$ cat src/rtl/key_conditioner.sv
// ---------------------------------------------------------------------------
// key_conditioner
//
// Conditions two bouncing board push-buttons (left and right). Each key has
// its own independent channel. A channel synchronises the raw input, then
// debounces it. For each key it produces:
//   - a clean level,
//   - a one-cycle press strobe,
//   - a one-cycle long-press strobe.
//
// Parameters
//   DEBOUNCE_CYCLES : consecutive stable synchronised samples needed to
//                     accept a level change (legal range >= 2)
//   LONG_CYCLES     : held cycles after the debounced press that mark a
//                     long press (legal range >= 1)
//
// Ports
//   clk            : single clock, rising edge
//   reset          : synchronous, active-high
//   left_key_raw   : raw left button, asynchronous, 1 = pressed
//   right_key_raw  : raw right button, asynchronous, 1 = pressed
//   left_key       : debounced left level (registered)
//   right_key      : debounced right level (registered)
//   left_pulse     : one-cycle left press strobe (registered)
//   right_pulse    : one-cycle right press strobe (registered)
//   left_long      : one-cycle left long-press strobe (registered)
//   right_long     : one-cycle right long-press strobe (registered)
// ---------------------------------------------------------------------------

// ---------------------------------------------------------------------------
// key_channel
//
// One key: a 2-flop synchroniser, a four-state debounce FSM, a stable
// counter and a hold counter.
//
// Ports
//   clk        : clock
//   reset      : synchronous, active-high
//   key_raw    : raw button input
//   key        : debounced level
//   pulse      : press strobe
//   long_pulse : long-press strobe
// ---------------------------------------------------------------------------
module key_channel #(
    parameter logic [31:0] DEBOUNCE_CYCLES = 32'd2000000,
    parameter logic [31:0] LONG_CYCLES     = 32'd300000000
) (
    input  logic clk,
    input  logic reset,
    input  logic key_raw,
    output logic key,
    output logic pulse,
    output logic long_pulse
);

    typedef enum logic [1:0] {
        RELEASED     = 2'd0,
        PRESS_WAIT   = 2'd1,
        PRESSED      = 2'd2,
        RELEASE_WAIT = 2'd3
    } state_t;

    localparam logic [31:0] STABLE_LAST = DEBOUNCE_CYCLES - 32'd1;
    localparam logic [31:0] HOLD_LAST   = LONG_CYCLES - 32'd1;

    state_t      state;
    logic        sync_0;
    logic        sync_1;
    logic [31:0] stable_cnt;
    logic [31:0] hold_cnt;

    always_ff @(posedge clk) begin
        if (reset) begin
            state      <= RELEASED;
            sync_0     <= 1'b0;
            sync_1     <= 1'b0;
            stable_cnt <= 32'd0;
            hold_cnt   <= 32'd0;
            key        <= 1'b0;
            pulse      <= 1'b0;
            long_pulse <= 1'b0;
        end else begin
            sync_0     <= key_raw;
            sync_1     <= sync_0;
            pulse      <= 1'b0;
            long_pulse <= 1'b0;

            // The hold counter runs for the whole time the key level is 1.
            // This includes release-wait glitches. It saturates, so the long
            // strobe can fire at most once per press.
            if ((state == PRESSED) || (state == RELEASE_WAIT)) begin
                if (hold_cnt < LONG_CYCLES) begin
                    hold_cnt <= hold_cnt + 32'd1;
                    if (hold_cnt == HOLD_LAST) begin
                        long_pulse <= 1'b1;
                    end
                end
            end

            case (state)
                RELEASED: begin
                    if (sync_1) begin
                        state      <= PRESS_WAIT;
                        stable_cnt <= 32'd1;
                    end
                end
                PRESS_WAIT: begin
                    if (!sync_1) begin
                        state      <= RELEASED;
                        stable_cnt <= 32'd0;
                    end else if (stable_cnt == STABLE_LAST) begin
                        // Only this transition counts as a fresh press.
                        state      <= PRESSED;
                        stable_cnt <= 32'd0;
                        hold_cnt   <= 32'd0;
                        key        <= 1'b1;
                        pulse      <= 1'b1;
                    end else begin
                        stable_cnt <= stable_cnt + 32'd1;
                    end
                end
                PRESSED: begin
                    if (!sync_1) begin
                        state      <= RELEASE_WAIT;
                        stable_cnt <= 32'd1;
                    end
                end
                RELEASE_WAIT: begin
                    if (sync_1) begin
                        // The glitch is rejected. The hold count is kept.
                        state      <= PRESSED;
                        stable_cnt <= 32'd0;
                    end else if (stable_cnt == STABLE_LAST) begin
                        state      <= RELEASED;
                        stable_cnt <= 32'd0;
                        key        <= 1'b0;
                    end else begin
                        stable_cnt <= stable_cnt + 32'd1;
                    end
                end
                default: begin
                    state      <= RELEASED;
                    stable_cnt <= 32'd0;
                end
            endcase
        end
    end

endmodule

module key_conditioner #(
    parameter logic [31:0] DEBOUNCE_CYCLES = 32'd2000000,
    parameter logic [31:0] LONG_CYCLES     = 32'd300000000
) (
    input  logic clk,
    input  logic reset,
    input  logic left_key_raw,
    input  logic right_key_raw,
    output logic left_key,
    output logic right_key,
    output logic left_pulse,
    output logic right_pulse,
    output logic left_long,
    output logic right_long
);

    key_channel #(
        .DEBOUNCE_CYCLES (DEBOUNCE_CYCLES),
        .LONG_CYCLES     (LONG_CYCLES)
    ) u_left (
        .clk        (clk),
        .reset      (reset),
        .key_raw    (left_key_raw),
        .key        (left_key),
        .pulse      (left_pulse),
        .long_pulse (left_long)
    );

    key_channel #(
        .DEBOUNCE_CYCLES (DEBOUNCE_CYCLES),
        .LONG_CYCLES     (LONG_CYCLES)
    ) u_right (
        .clk        (clk),
        .reset      (reset),
        .key_raw    (right_key_raw),
        .key        (right_key),
        .pulse      (right_pulse),
        .long_pulse (right_long)
    );

endmodule

$ cat config.mk
export PLATFORM = sky130hd
export DESIGN_NAME = key_conditioner
export DESIGN_NICKNAME = d
export VERILOG_FILES = /design/src/rtl/key_conditioner.sv
export SDC_FILE = /design/constraint.sdc
export NUM_CORES = 1
export LEC_CHECK = 0
export CAP_MARGIN = 0
export CORE_ASPECT_RATIO = 1.4
export CORE_MARGIN = 2
export CORE_UTILIZATION = 57
export CTS_CLUSTER_DIAMETER = 200
export DETAILED_ROUTE_END_ITERATION = 10
export PLACE_DENSITY_LB_ADDON = 0.1
export SLEW_MARGIN = 20
export SYNTH_ARGS = -nofsm -noshare
export SYNTH_HDL_FRONTEND = slang
export SYNTH_SLANG_ARGS = --single-unit
$ cat constraint.sdc
create_clock -name clk -period 2.1 [get_ports clk]
set_clock_uncertainty 0.05 [all_clocks]
set_input_delay 0.63 -clock clk [delete_from_list [all_inputs] [get_ports clk]]
set_output_delay 0.63 -clock clk [all_outputs]
set_load 0.02 [all_outputs]
==> impl_metrics.env <==
export IMPL_status="complete, but fails checks"
export IMPL_violations="negative setup slack"
export IMPL_max_freq_mhz=437
export IMPL_holdCritStartpoint="u_left.sync_0"
export IMPL_synth_xor_xnor_area_share_pct=6.29
export IMPL_rsz0062_at_grt="true"
export IMPL_critPathMostFrequentCell="buf_4"
export IMPL_grt_overflow=0
export IMPL_clk_latency_ns=0.43
export IMPL_critPathTopFamily="simple AND/OR/NAND/NOR gates"
export IMPL_yosys_area_top_type_share_pct=40.3
export IMPL_holdBufCountCts=0
export IMPL_synth_fa_ha_area_share_pct=0.709
export IMPL_r2r_start="u_right.stable_cnt[13]"
export IMPL_p_int_mw=4.65
export IMPL_synth_mux_area_share_pct=0.851
export IMPL_cts_tree="done"
export IMPL_seq_power_share_pct=45.4
export IMPL_min_period_ns=2.29
export IMPL_root_buffer="clkbuf_16"
export IMPL_routed_wl_um=21700
export IMPL_multiInputGateArea_mm2=0.00452
export IMPL_dp_hpwl_um=13100
export IMPL_dieWidth_um=98.1
export IMPL_critPathLaunchType="register"
export IMPL_final_antenna_net_count=0
export IMPL_maxSlewHeadroom_pct=30.0
export IMPL_syn_avg_cell_area_um2=8.09
export IMPL_h_tree_depth=4
export IMPL_ys_ff_latch=142
export IMPL_io_pins=10
export IMPL_vias=7469
export IMPL_critPathKind="reg -> reg"
export IMPL_leakagePower_nw=3.52
export IMPL_switchingPower_mw=1.33
export IMPL_use_met2_pct=54.6
export IMPL_synth_area_top_cells="dfxtp_1 40%, nand3_1 5.9%, xor2_1 5.3%, nor2_1 4.1%, nand2_1 3.7%"
export IMPL_yosys_area_share_simple_pct=34.4
export IMPL_finalHoldViolCount=0
export IMPL_period_share_pct=109
export IMPL_startpoint="u_right.stable_cnt[13]"
export IMPL_grt_use_total_pct=29.9
export IMPL_power_frac_clock_pct=51.2
export IMPL_cts_made_buffers=17
export IMPL_synth_area_mm2=0.00706
export IMPL_io_buffers=9
export IMPL_dieArea_mm2=0.0133
export IMPL_cp_end_kind="register"
export IMPL_critical_path_max_fanout=4
export IMPL_synth_compound_area_share_pct=13.7
export IMPL_setup_ws_ns=-0.188
export IMPL_crit_slowest_cell="or4b_4"
export IMPL_layout_nets=1013
export IMPL_crit_arrival_ns=2.54
export IMPL_drtIter0Drc=549
export IMPL_grtUsageMet1_pct=30.6
export IMPL_seqCellArea_mm2=0.00285
export IMPL_ir_drop_v=0.000490
export IMPL_cts_sinks=142
export IMPL_drv_cap=0
export IMPL_drc=0
export IMPL_rows=48
export IMPL_synth_top_family_by_area="simple AND/OR/NAND/NOR gates"
export IMPL_pwr_share_comb_pct=3.4
export IMPL_grt_busiest_layer="met2"
export IMPL_mappedNetlistNets=881
export IMPL_final_setup_viol_count=56
export IMPL_area_growth_syn_to_layout_pct=36.5
export IMPL_grt_first_pass_wirelength_um=32700
export IMPL_clockBufferDepth=2
export IMPL_final_util_pct=79.1
export IMPL_fillers=804
export IMPL_synth_enable_flop_cells=0
export IMPL_max_stage_delay_ns=0.55
export IMPL_fin_setup_tns_ns=-5.81
export IMPL_tightest_slew_ns=1.05
export IMPL_crit_chain="or4b_4 -> or3_4 -> nor4_4 -> buf_4 -> buf_4 -> buf_6 -> nor3_1 -> o21ai_1 -> o41ai_2"
export IMPL_worstPathRequired_ns=2.35
export IMPL_report_final_slew_viol_count=0
export IMPL_ys_flop_type="dfxtp_1"
export IMPL_wl_per_cell_um=18.6
export IMPL_use_met3_pct=6.19
export IMPL_drt_pass1_iterations=5
export IMPL_synth_distinct_cells=65
export IMPL_vias_per_cell=6.39
export IMPL_grt_pass1_vias=7299
export IMPL_powerDensity_mw_per_mm2=621
export IMPL_yosysTopAreaCell="dfxtp_1"
export IMPL_synthCells=873
export IMPL_swShare_pct=22.2
export IMPL_drive_above_1_share_pct=29.7
export IMPL_yosysSeqAreaShare_pct=40.3
export IMPL_path_buf_inv=3
export IMPL_async_reset_ff_share_pct=0
export IMPL_hold_class="reg -> reg"
export IMPL_start_util_pct=57.9
export IMPL_die_height_um=136
export IMPL_antenna_cells=0
export IMPL_coreArea_mm2=0.0122
export IMPL_synth_warnings=0
export IMPL_antenna_found_initial=0
export IMPL_grt_max_degree=23
export IMPL_gp_routability_congestion=0.938
export IMPL_place_ws_ns=-0.544
export IMPL_cts_clk_slew_worst_paths_ns=0.06
## kinds of logic after synthesis
| logic type | Yosys count |
|---|---|
| simple gates | 448 |
| flops | 142 |
| compound gates | 157 |
| xor+xnor | 49 |
| buf+inv | 67 |
| fa+ha+maj | 4 |
| mux | 6 |
## metal layers
layer	wire, um	up-vias	part of all wire, %
li1	-	3473	-
met1	7920	3594	37
met2	11600	299	53
met3	1050	103	4.8
met4	1140	0	5.2
met5	0	-	0
## power by group through the flow
stage               combinational (mW)  sequential (mW)  clock, mW
floorplan                       0.0835             2.78          0
global placement                 0.146             2.77          0
detailed placement               0.150             2.77          0
CTS                              0.178             2.71       3.08
global route                     0.217             2.72       3.20
finish                           0.203             2.72       3.06
## cell type report
type / instances / share of cell area (%)
Clock inverter: 14 / 1.74
Clock buffer: 18 / 4.45
Timing Repair Buffer: 152 / 14.3
Inverter: 28 / 1.09
Sequential cell: 142 / 29.6
Tap cell: 150 / 1.95
Multi-Input combinational cell: 664 / 46.9
## synthesized netlist by cell type (4+ instances only)
cell	count
nand4_1	41
dfxtp_1	142
clkbuf_1	26
nor4_2	5
nor3_1	32
o21ai_0	41
a31oi_1	30
xnor2_1	4
and2_1	8
and4_1	10
nor2b_1	5
and3_1	30
ha_1	4
buf_2	10
o31ai_1	4
mux2i_1	6
nand2_1	70
or4_1	6
or3_1	36
nor4_1	13
nand3_1	83
xor2_1	43
nor2_1	78
a21oi_1	48
inv_1	27
or2_2	7
## registers in the layout, summed over array words and instances (netlist names), named ones only
signal and flops:
u_left.hold_cnt 32, u_left.stable_cnt 32, u_right.hold_cnt 32, u_right.stable_cnt 32, u_left.key 1, u_left.long_pulse 1, u_left.pulse 1, u_left.state 1
u_left.sync_0 1, u_left.sync_1 1, u_right.key 1, u_right.long_pulse 1, u_right.pulse 1, u_right.state 1, u_right.sync_0 1, u_right.sync_1 1
## stage by stage
step                hold WS, ns  cells  instance area, um2  power (mW)
detailed placement        0.372   1115                8140        2.92
finish                    0.391   1168                9640        5.98
CTS                       0.381   1157                9100        5.97
global placement          0.365   1115                8140        2.92
floorplan                 0.358    873                7090        2.86
global route              0.399   1168                9640        6.14
## final timing paths
| kind | to | cells after the start | slack, ns |
|---|---|---|---|
| max | u_right.stable_cnt[13] | 9 | -0.19 |
| min | u_left.sync_1 | 1 | 0.39 |
| max reg2reg | u_right.stable_cnt[13] | 9 | -0.19 |
| min reg2reg | u_left.sync_1 | 1 | 0.39 |
## worst reg2reg max path, stage by stage (launching register included)
cell and delay [ns]:
dfxtp_2 0.33, or4b_4 0.55, or3_4 0.35, nor4_4 0.14, buf_4 0.18, buf_4 0.11
buf_6 0.10, nor3_1 0.06, o21ai_1 0.19, o41ai_2 0.12
## repair_timing
action                                  4_1_cts  5_1_grt
endpoints found under the hold margin         0        0
setup buffers                                 5        7
pin swaps                                    14       35
endpoints found under the setup margin       85       95
gates resized for setup                      60      105
gates cloned                                  5        5
## cell usage in the layout (no fill, tap or decap), types with 11 or more instances in the layout
| cell | synthesis | layout |
|---|---|---|
| buf_6 | 1 | 14 |
| o21ai_0 | 41 | 26 |
| nor3_1 | 32 | 24 |
| a21oi_2 | 2 | 24 |
| nand3_1 | 83 | 75 |
| buf_4 | 0 | 117 |
| nor2_1 | 78 | 60 |
| or3_1 | 36 | 32 |
| nand4_1 | 41 | 41 |
| inv_1 | 27 | 27 |
| clkbuf_16 | 0 | 21 |
| nand2_1 | 70 | 65 |
| a31oi_1 | 30 | 24 |
| nor4_1 | 13 | 11 |
| and3_1 | 30 | 29 |
| a21oi_1 | 48 | 22 |
| dfxtp_1 | 142 | 133 |
| o21ai_1 | 3 | 16 |
| xor2_1 | 43 | 41 |
Power figures use the tool's default switching activity.
